<file path="src/rtl/fifo_push_arbiter.sv">
// fifo_push_arbiter: shares the single push port of one fifo among NUM_REQ
// producers. Round-robin arbitration, optional per-requester burst lock of up
// to MAX_BURST beats, no grant while the fifo is full or a flush is applied.
//
// Handshake: req_i[i] is the producer's valid and gnt_o[i] is its ready; a
// beat transfers in the same cycle both are high. gnt_o is one-hot or zero and
// is never raised while fifo_full_i, flush_i or reset is asserted.
//
// Optional feature: define FIFO_ARB_PERF_EN to build the per-requester 16-bit
// saturating grant counters on perf_cnt_o; otherwise perf_cnt_o is tied to 0.
// busy_o is the FSM state exposure (1 = LOCKED, 0 = ARB).
module fifo_push_arbiter #(
    parameter int NUM_REQ    = 4,
    parameter int DATA_WIDTH = 32,
    parameter int MAX_BURST  = 8
) (
    input  logic                            clk_i,
    input  logic                            rst_ni,
    input  logic                            flush_i,
    input  logic [NUM_REQ-1:0]              req_i,
    input  logic [NUM_REQ-1:0]              lock_i,
    input  logic [NUM_REQ*DATA_WIDTH-1:0]   data_i,
    output logic [NUM_REQ-1:0]              gnt_o,
    input  logic                            fifo_full_i,
    output logic                            fifo_push_o,
    output logic [DATA_WIDTH-1:0]           fifo_data_o,
    output logic [$clog2(NUM_REQ)-1:0]      owner_o,
    output logic                            busy_o,
    output logic [NUM_REQ*16-1:0]           perf_cnt_o
);

    localparam int IDX_W = $clog2(NUM_REQ);

    typedef enum logic {ARB, LOCKED} state_e;

    state_e           state_q;
    logic [IDX_W-1:0] rr_ptr_q;
    logic [IDX_W-1:0] owner_q;
    logic [7:0]       burst_cnt_q;

    logic             arb_found;
    logic [IDX_W-1:0] arb_idx;
    logic [IDX_W:0]   scan_sum;
    logic [NUM_REQ-1:0] gnt;
    logic             grant_any;
    logic [8:0]       burst_next;
    logic [IDX_W-1:0] rr_next;

    // Round-robin scan: first requester at or after rr_ptr_q, wrapping modulo NUM_REQ.
    always_comb begin
        arb_found = 1'b0;
        arb_idx   = '0;
        scan_sum  = '0;
        for (int k = 0; k < NUM_REQ; k++) begin
            scan_sum = {1'b0, rr_ptr_q} + (IDX_W+1)'(k);
            if (scan_sum >= (IDX_W+1)'(NUM_REQ)) begin
                scan_sum = scan_sum - (IDX_W+1)'(NUM_REQ);
            end
            if (!arb_found && req_i[scan_sum[IDX_W-1:0]]) begin
                arb_found = 1'b1;
                arb_idx   = scan_sum[IDX_W-1:0];
            end
        end
    end

    // Same-cycle grant: ARB grants the scan winner, LOCKED grants only the owner.
    always_comb begin
        gnt = '0;
        if (rst_ni && !flush_i && !fifo_full_i) begin
            if (state_q == ARB) begin
                if (arb_found) begin
                    gnt[arb_idx] = 1'b1;
                end
            end else if (req_i[owner_q]) begin
                gnt[owner_q] = 1'b1;
            end
        end
    end

    // Data mux: forward the granted requester's word, zero when nothing is granted.
    always_comb begin
        fifo_data_o = '0;
        for (int i = 0; i < NUM_REQ; i++) begin
            if (gnt[i]) begin
                fifo_data_o = data_i[i*DATA_WIDTH +: DATA_WIDTH];
            end
        end
    end

    assign grant_any   = |gnt;
    assign gnt_o       = gnt;
    assign fifo_push_o = grant_any;
    assign busy_o      = (state_q == LOCKED);
    assign owner_o     = (state_q == LOCKED) ? owner_q : arb_idx;
    assign burst_next  = {1'b0, burst_cnt_q} + 9'd1;
    assign rr_next     = (arb_idx == IDX_W'(NUM_REQ-1)) ? '0 : arb_idx + IDX_W'(1);

    // Arbiter FSM: pointer advance on ARB grants, burst lock bookkeeping, flush.
    always_ff @(posedge clk_i or negedge rst_ni) begin
        if (!rst_ni) begin
            state_q     <= ARB;
            rr_ptr_q    <= '0;
            owner_q     <= '0;
            burst_cnt_q <= '0;
        end else if (flush_i) begin
            state_q     <= ARB;
            rr_ptr_q    <= '0;
            owner_q     <= '0;
            burst_cnt_q <= '0;
        end else begin
            case (state_q)
                ARB: begin
                    if (grant_any) begin
                        rr_ptr_q <= rr_next;
                        if (lock_i[arb_idx] && (MAX_BURST > 1)) begin
                            state_q     <= LOCKED;
                            owner_q     <= arb_idx;
                            burst_cnt_q <= 8'd1;
                        end
                    end
                end
                LOCKED: begin
                    if (!req_i[owner_q]) begin
                        // Owner dropped its request: release without a beat.
                        state_q     <= ARB;
                        burst_cnt_q <= '0;
                    end else if (grant_any) begin
                        if (!lock_i[owner_q] || (burst_next == 9'(MAX_BURST))) begin
                            state_q     <= ARB;
                            burst_cnt_q <= '0;
                        end else begin
                            burst_cnt_q <= burst_next[7:0];
                        end
                    end
                end
                default: begin
                    state_q <= ARB;
                end
            endcase
        end
    end

`ifdef FIFO_ARB_PERF_EN
    for (genvar g = 0; g < NUM_REQ; g++) begin : g_perf
        logic [15:0] perf_q;

        // Saturating grant counter; survives flush, cleared only by reset.
        always_ff @(posedge clk_i or negedge rst_ni) begin
            if (!rst_ni) begin
                perf_q <= '0;
            end else if (gnt[g] && (perf_q != 16'hFFFF)) begin
                perf_q <= perf_q + 16'd1;
            end
        end

        assign perf_cnt_o[g*16 +: 16] = perf_q;
    end
`else
    assign perf_cnt_o = '0;
`endif

endmodule

</file>
<file path="config.mk">
export PLATFORM = sky130hd
export DESIGN_NAME = fifo_push_arbiter
export DESIGN_NICKNAME = d
export VERILOG_FILES = /design/src/rtl/fifo_push_arbiter.sv
export SDC_FILE = /design/constraint.sdc
export NUM_CORES = 1
export LEC_CHECK = 0
export CAP_MARGIN = 20
export CORE_MARGIN = 10
export CORE_UTILIZATION = 32
export DETAILED_ROUTE_END_ITERATION = 12
export PLACE_DENSITY_LB_ADDON = 0.15
export REMOVE_ABC_BUFFERS = 1
export SLEW_MARGIN = 20
export SYNTH_ARGS = -nofsm -noshare
export SYNTH_HDL_FRONTEND = slang
export SYNTH_SLANG_ARGS = --single-unit
</file>
<file path="constraint.sdc">
create_clock -name clk_i -period 3.2 [get_ports clk_i]
set_clock_uncertainty 0.15 [all_clocks]
set_input_delay 0.32 -clock clk_i [delete_from_list [all_inputs] [get_ports clk_i]]
set_output_delay 0.32 -clock clk_i [all_outputs]
set_load 0.01 [all_outputs]
</file>
# == Yosys cells after proc, flatten, opt, wreduce, memory -nomap -nowiden ==
# Index checks and enable logic that the tools add are counted.
# classes
n_reduce_logical,20
eq_ne,6
order_cmp,12
muxes,61
bitwise_logic,1
add_sub_neg,9
# ops
operator,n
32-bit 2-to-1 mux,4
8-bit 2-to-1 mux,6
2-bit 2-to-1 mux,17
1-bit 2-to-1 mux,19
"2-bit by 3-bit less-than comparator with 1-bit output, second input constant",6
4-bit 2-to-1 mux,4
8-bit case mux with 2 select lines,1
1-bit binary-select mux with 2-bit select,7
"8-bit by 1-bit adder with 9-bit output, second input constant",1
"9-bit by 4-bit == test with 1-bit output, second input constant",1
"3-bit >= comparator, second input constant",3
"2-bit by 1-bit subtractor with 2-bit output, second input constant",4
1-bit logical AND,7
"2-bit by 2-bit adder with 3-bit output, second input constant",2
1-bit logical NOT,6
3-bit AND reduction,2
1-bit demux with 2-bit select,2
"2-bit by 1-bit >= comparator with 1-bit output, second input constant",2
"4-bit != test, second input constant",1
2-bit nonzero test,2
4-bit OR reduction,1
"2-bit by 1-bit adder with 3-bit output, second input constant",1
"2-bit by 3-bit >= comparator with 1-bit output, second input constant",1
"3-bit by 2-bit != test with 1-bit output, second input constant",1
other kinds (8),8
# totals
word_cells,113
in_bits,140
regBits,13
output_inout_bits,104

# == Depth between registers and ports, before layout ==
# Gate-level depths: netlist of run 1.
# depth
depth_word,26
ltp_mapped,13
ltp_nobuf,11

# == Worst setup path before layout of run 1 ==
# Ideal clock, no wire load.
# synth_path
path_type,reg-to-reg
startpoint,reg rr_ptr_q[1]
endpoint,"reg state_q, in the netlist busy_o"
path_stages_with_launch,13
path_buffers,1
arrival_ns,2.528
slack_ns,0.391
setup_ns,0.131
path_cell_list,dfrtp_1 > buf_6 > mux2i_1 > o22ai_2 > nor2_1 > inv_1 > ha_1 > inv_1 > o32ai_1 > a221o_2 > o211a_1 > and2_4 > or3_1
# synth_between
elab_chain_cells,26
word_cells_on_any_way,54
classes_between,add/sub (7); order compare (6); mux (33); reduce/logical (8)
# synth_lines
item,line_no,text
start: declaration,37,logic [IDX_W-1:0] rr_ptr_q;
start signal: assignment,114,rr_ptr_q <= rr_next;
branches (longest 24 deep; another with 2-bit by 1-bit adder with 3-bit output),n/a,
1-bit case mux with 2 select lines *,111,case (state_q)
1-bit 2-to-1 mux *,105,end else if (flush_i) begin
end signal: assignment,106,state_q <= ARB;
end signal: assignment,125,state_q <= ARB;
end signal: assignment,129,state_q <= ARB;
end: declaration,36,state_e state_q;
# Mark *: on every way between the ends. The select of a mux whose other input is x is not followed.
# A chain may end at the register's enable or synchronous reset.

# == Worst setup path in the final report of run 1 ==
# layout_path
startpoint,reg rr_ptr_q[1]
endpoint,out fifo_push_o
# layout_between
elab_chain_cells,22
word_cells_on_any_way,46
classes_between,add/sub (7); order compare (6); mux (25); reduce/logical (8)
# layout_lines
item,line_no,text
branches (longest 18 deep; another with 2-bit by 1-bit adder with 3-bit output),n/a,
4-bit 2-to-1 mux *,71,if (arb_found) begin
4-bit 2-to-1 mux *,70,if (state_q == ARB) begin
4-bit 2-to-1 mux *,69,if (rst_ni && !flush_i && !fifo_full_i) begin
4-bit OR reduction *,90,assign grant_any = |gnt;
end: declaration,25,"output logic fifo_push_o,"
# Marks and branches as above.

==> results of run 1 <==
where the power goes:
| part | switching, W | internal [W] |
|---|---|---|
| registers | 0.0000166 | 0.000172 |
| clock network | 0.0000583 | 0.0000879 |
| logic | 0.000260 | 0.000337 |
placed cells by master, fill, tap and decap left out, types with 6 or more instances in the layout:
| cell | count |
|---|---|
| and3_1 | 6 |
| o21ai_1 | 22 |
| buf_2 | 30 |
| nor2_1 | 9 |
| buf_4 | 44 |
| dfrtp_1 | 13 |
| a21oi_1 | 6 |
| inv_1 | 6 |
| nand3_1 | 13 |
| conb_1 | 64 |
| a221o_1 | 32 |
| clkdlybuf4s50_1 | 138 |
| nand2_1 | 46 |
| o21ai_0 | 48 |
stage by stage:
stage	cell area, µm²	setup TNS, ns
floorplan	2220	-36.19
finish	4670	0
CTS	4660	-0.0159
global placement	4520	-10.04
global route	4670	-0.222
detailed placement	4520	-11.93
registers in the layout (all words and copies together), names as in the netlist:
name / cells
burst_cnt_q: 8
busy_o: 1
owner_q: 2
rr_ptr_q: 2
critical path, stage by stage (launching register included):
cell and delay (ns):
dfrtp_1 0.45, mux2i_2 0.28, buf_4 0.15, buf_4 0.09
buf_4 0.10, buf_4 0.10, o22a_4 0.13, o21ai_4 0.06
a31o_4 0.27, clkbuf_16 0.18, or2_2 0.33, dlygate4sd2_1 0.31
layer usage:
layer | track usage, % | wire length [µm] | vias to the layer above
met2 | 39.5 | 7630 | 150
met3 | 6.16 | 1100 | 8
met5 | 0 | 0 | -
met1 | 24.7 | 5700 | 1674
met4 | 1.64 | 74 | 0
li1 | - | - | 1643
what timing repair did:
action                                 CTS  global route
gates resized for setup                138            62
cloned                                   1             2
hold buffers                             0             1
endpoints found under the hold margin    0            13
setup endpoints to repair               35            34
pin swaps                                3            10
setup buffers                            7             4
worst max-delay path by stage:
| stage | end | slack [ns] | depth (start not counted) |
|---|---|---|---|
| 6_report | fifo_push_o | 0.05 | 11 |
| 5_1_grt | fifo_data_o[28] | -0.03 | 12 |
| 4_1_cts | fifo_data_o[13] | -0.01 | 10 |
| 3_5_place_dp | fifo_data_o[22] | -0.42 | 11 |
| 3_3_place_gp | fifo_data_o[4] | -0.34 | 11 |
| 2_1_floorplan | fifo_data_o[0] | -1.11 | 6 |
kinds of logic (layout without fill, tap and decap cells):
group	Yosys count	after routing	synth area share, %
buffers and inverters	103	246	25.5
flip-flops	13	13	12.4
AND/OR/NAND/NOR	100	100	18.4
adder cells (fa/ha/maj)	3	3	1.43
multiplexers	5	5	2.87
other	1	65	0.143
AO/OA/AOI/OAI	143	143	39.2
layout make-up:
type                            instances  area (µm²)
Fill cell                             726        3170
Timing Repair Buffer                  233        2180
Multi-Input combinational cell        315        1960
Sequential cell                        13         325
Tap cell                              102         128
Clock buffer                            4        45.0
Inverter                                9        33.8
Antenna cell                            1        2.50
==> summary.md, run 1 <==
| Metric | Value |
|---|---|
| Status | `finished clean` |
| Area grow syn2layout | `78.5%` |
| Core ar. | `0.00785 mm²` |
| LEAKAGE | `2.07 nW` |
| Max-cap violation count | `0` |
| Top-count cell post-synth | `o21ai_0` |
| Pre-CTS setup slack | `-0.422 ns` |
| Ys async rst share | `100%` |
| Synth top area cells | `buf_4 (19%), o21ai_0 (14%), dfrtp_1 (12%)` |
| Non-Filler Instances | `677` |
| Power Density | `199 mW/mm²` |
| Worst-Margin Slew | `0.596 ns` |
| Power consumption | `0.000931 W` |
| Nature of the critical path endpoint | `output pin` |
| Reg2Reg Depth | `13` |
| Initial core utilization | `33.4%` |
| Initial DRC count | `181` |
| R2r startpoint | `rr_ptr_q[1]` |
| WS Path Type | `flip-flop to output pin` |
| Fmax | `317 MHz` |
| Placed Instances | `657` |
| Rows | `32` |
| Flops & latches, synth | `13` |
| Critical path arrival | `2.68 ns` |
| Hold Slack | `0.323 ns` |
| Fin util | `59.6%` |
| Maximum VDD drop | `229 µV` |
| Placer Congestion | `0.896` |
| Final net count | `718` |
| Sequential area share after synthesis | `12.4%` |
| Synthesized instance count | `368` |
| Worst R2R Setup Slack | `0.21 ns` |
| Unrepaired setup endpoints after global routing | `true` |
| Final worst slack | `0.0464 ns` |
| Clk buf depth | `2` |
| Syn Std Cell Area | `0.00262 mm²` |
| Clock Latency Late Sink | `0.24 ns` |
| DRC viols | `0` |
| Distinct cell type count after synthesis | `52` |
| Total routed wirelength | `14500 µm` |
| Synth Flop Type | `dfrtp_1` |
| Critical R2R Capture | `busy_o` |
| Global-route wire length before repair | `21500 µm` |
| Endpoints failing setup | `0` |
| Die area | `0.0122 mm²` |
| Worst-path clk slew | `0.06 ns` |
| Post-synth top area cell | `buf_4` |
| DR WL/cell | `21.4 µm` |
| Final min period | `3.15 ns` |
| Crit. Startpoint | `rr_ptr_q[1]` |
| Vias in the first global route | `3379` |
| Total CTS buffers | `3` |
| Crit path max fanout | `9` |
| Worst min path class | `input port to flip-flop` |
| Post-synth EDFFs | `0` |
| Slew Viols, Final | `0` |
| Largest net degree at the start of global routing | `47` |
| List of most frequent post-synthesis cells | `o21ai_0 (71), buf_4 (66), nand2_1 (46)` |
| Post-route ant nets | `0` |
| Worst Min Path Start | `flush_i` |
| Yosys warnings | `0` |
| Mean Syn Cell Area | `7.12 µm²` |
| Fraction of layout cells with a size suffix above 1 | `20.7%` |
| # clock sinks | `13` |
| Initial antenna violation count | `1` |
| Drt pass-1 iters | `6` |
| Worst hold path stage count | `3` |
| Yosys top cell area share | `18.9%` |
| Die Span Y | `110 µm` |
| Max_slew headroom | `60.1%` |
| Boundary Pins | `244` |
| Gr ovfl total | `0` |
| Via count | `3475` |
| Hold Path End | `rr_ptr_q[0]` |
| Final Hold Viols | `0` |
| DIE WIDTH | `110 µm` |
| GRT Overall Usage | `21.5%` |
| Port Buffers | `179` |
| H-Tree Depth | `1` |
| Vias per cell | `5.13` |
| CTS tree | `yes` |
| Hpwl dp | `11600 µm` |
| Setup crit start kind | `flip-flop` |
| Clock root buffer | `clkbuf_8` |
| Period utilization | `98.5%` |
| Worst Path Required | `2.73 ns` |
Note: power is estimated with default switching activity, not from simulation.
==> inputs of run 2 (changes only) <==
--- a/config.mk
+++ b/config.mk
@@ -8,6 +8,7 @@
 export CAP_MARGIN = 20
 export CORE_MARGIN = 10
 export CORE_UTILIZATION = 32
+export CTS_BUF_LIST = sky130_fd_sc_hd__clkbuf_2
 export DETAILED_ROUTE_END_ITERATION = 12
 export PLACE_DENSITY_LB_ADDON = 0.15
 export REMOVE_ABC_BUFFERS = 1
==> constraint.sdc (replaced) <==
create_clock -name clk_i -period 3.1 [get_ports clk_i]
set_clock_uncertainty 0.15 [all_clocks]
set_input_delay 0.31 -clock clk_i [delete_from_list [all_inputs] [get_ports clk_i]]
set_output_delay 0.31 -clock clk_i [all_outputs]
set_load 0.01 [all_outputs]
==> run 2 against run 1 <==
Compared with the run above:
- the run now ends with setup timing left
- die area unchanged
- non-clock buffer count is 2 higher
- total power shrank 2.4%
- wire length is 1.6% higher
- combinational power increased by 4.7%
- first-iteration DRC count up 52%
- worst setup slack lost 0.067 ns
- critical path type unchanged
==> summary.md, run 2 (same netlist as run 1, synthesis figures left out) <==
| Metric | Value |
|---|---|
| Max reg flops | `8` |
| Worst-Margin Slew | `0.636 ns` |
| WS Path Type | `flip-flop to output pin` |
| Boundary Pins | `244` |
| Setup crit start kind | `flip-flop` |
| Slew Viols, Final | `0` |
| Global-route wire length before repair | `21300 µm` |
| Port Buffers | `179` |
| Pre-CTS setup slack | `-0.462 ns` |
| Drt pass-1 iters | `4` |
| Die area | `0.0122 mm²` |
| DR WL/cell | `21.7 µm` |
| Clock root buffer | `clkbuf_2` |
| Non-Filler Instances | `679` |
| Power Density | `191 mW/mm²` |
| Initial core utilization | `33.4%` |
| Fraction of layout cells with a size suffix above 1 | `22.0%` |
| Rows | `32` |
| DIE WIDTH | `110 µm` |
| Worst-path clk slew | `0.13 ns` |
| Hpwl dp | `11400 µm` |
| Nature of the critical path endpoint | `output pin` |
| Clk buf depth | `2` |
| Final min period | `3.12 ns` |
| Status | `complete, but fails checks` |
| Period utilization | `101%` |
| Via count | `3536` |
| Total CTS buffers | `3` |
| DRC viols | `0` |
| Violated checks | `setup timing` |
| H-Tree Depth | `1` |
| Hold Slack | `0.256 ns` |
| Placed inst area | `0.00452 mm²` |
| Reg with most FFs | `burst_cnt_q` |
| Largest net degree at the start of global routing | `47` |
| Total routed wirelength | `14700 µm` |
| Gr ovfl total | `0` |
| Final Hold Viols | `0` |
| Placed Instances | `658` |
| Endpoints failing setup | `5` |
| Placer Congestion | `0.886` |
| GRT Overall Usage | `21.3%` |
| Max_slew headroom | `57.4%` |
| LEAKAGE | `2.09 nW` |
| Die Span Y | `110 µm` |
| Initial antenna violation count | `1` |
| Vias per cell | `5.21` |
| Unrepaired setup endpoints after global routing | `true` |
| Most frequent cells in the layout | `clkdlybuf4s50_1 (141), conb_1 (64), nand2_1 (46)` |
| Fmax | `320 MHz` |
| Final worst slack | `-0.0207 ns` |
| # clock sinks | `13` |
| Power consumption | `0.000909 W` |
| Initial DRC count | `276` |
| Final net count | `720` |
| Worst min path class | `input port to flip-flop` |
| Vias in the first global route | `3285` |
| Max-cap violation count | `0` |
| Maximum VDD drop | `219 µV` |
| Area grow syn2layout | `81.4%` |
| Worst Path Required | `2.64 ns` |
| Post-route ant nets | `0` |
| Final Instance Area | `0.00475 mm²` |
| Critical path arrival | `2.66 ns` |
| Crit path max fanout | `8` |
| Most common cell after layout, fill and taps aside | `clkdlybuf4s50_1` |
| Largest registers | `burst_cnt_q x8, owner_q x2, rr_ptr_q x2` |
| CTS tree | `yes` |
| Clock Latency Late Sink | `0.29 ns` |
| Core ar. | `0.00785 mm²` |
run 2: changes by cell type in the layout (fill, tap and decap cells not counted), sizes merged:
cell	change
clkinv	+1
dlymetal6s2s	-1
buf	+1
clkdlybuf4s15	-1
dlygate4sd2	-3
bufbuf	-1
inv	-1
clkbuf	+4
clkdlybuf4s50	+3
run 2: area by class of cell:
| cell class | instances | area (µm²) |
|---|---|---|
| Fill cell | 689 | 3100 |
| Multi-Input combinational cell | 315 | 1970 |
| Inverter | 9 | 38.8 |
| Sequential cell | 13 | 327 |
| Antenna cell | 1 | 2.50 |
| Clock buffer | 4 | 20.0 |
| Timing Repair Buffer | 235 | 2260 |
| Tap cell | 102 | 128 |
run 2: final timing paths:
kind,startpoint,to,slack [ns],cells after the start
setup / recovery,rr_ptr_q[1],fifo_data_o[20],-0.02,12
hold / removal,flush_i,rr_ptr_q[0],0.26,3
setup reg to reg,rr_ptr_q[1],busy_o,0.12,12
hold reg to reg,burst_cnt_q[7],burst_cnt_q[7],0.41,1
max in group asynchronous,rst_ni,rr_ptr_q[0],1.77,3
min in group asynchronous,rst_ni,owner_q[1],0.59,3
run 2: critical path: stages, from the launching register on:
cell	delay, ns
dfrtp_1	0.46
mux2i_2	0.31
o22ai_2	0.12
nor2_2	0.15
inv_2	0.08
ha_4	0.18
a21oi_4	0.18
clkinv_4	0.13
clkbuf_16	0.18
a221o_1	0.29
o21ai_2	0.07
o21ai_1	0.07
buf_2	0.15
run 2: repair_timing:
item,4_1_cts,5_1_grt
resized for setup,173,60
pin swaps,5,11
setup buffers,7,3
hold buffers,0,1
gates cloned,1,7
endpoints found under the hold margin,0,13
endpoints found under the setup margin,36,37
run 2: routing by layer:
layer	track usage (%)	part of all wire, %
met5	0	0
met4	4.92	1.6
met3	5.19	8.6
met2	37.2	51
met1	25.6	39
run 2: where the power goes:
part / total, W / switching (W) / leakage [nW] / internal, W
Clock: 0.0000932 / 0.0000590 / 0.0166 / 0.0000342
Sequential: 0.000191 / 0.0000138 / 0.179 / 0.000177
Combinational: 0.000625 / 0.000273 / 1.90 / 0.000352
Total: 0.000909 / 0.000346 / 2.09 / 0.000563
run 2: through the flow:
| step | TNS, ns | util (%) |
|---|---|---|
| 6_report | -0.0529 | 60.5 |
| 5_1_grt | -3.68 | 60.5 |
| 3_5_place_dp | -15.07 | 57.6 |
| 2_1_floorplan | -39.25 | - |
| 4_1_cts | -0.00350 | 57.4 |
| 3_3_place_gp | -13.54 | 57.6 |
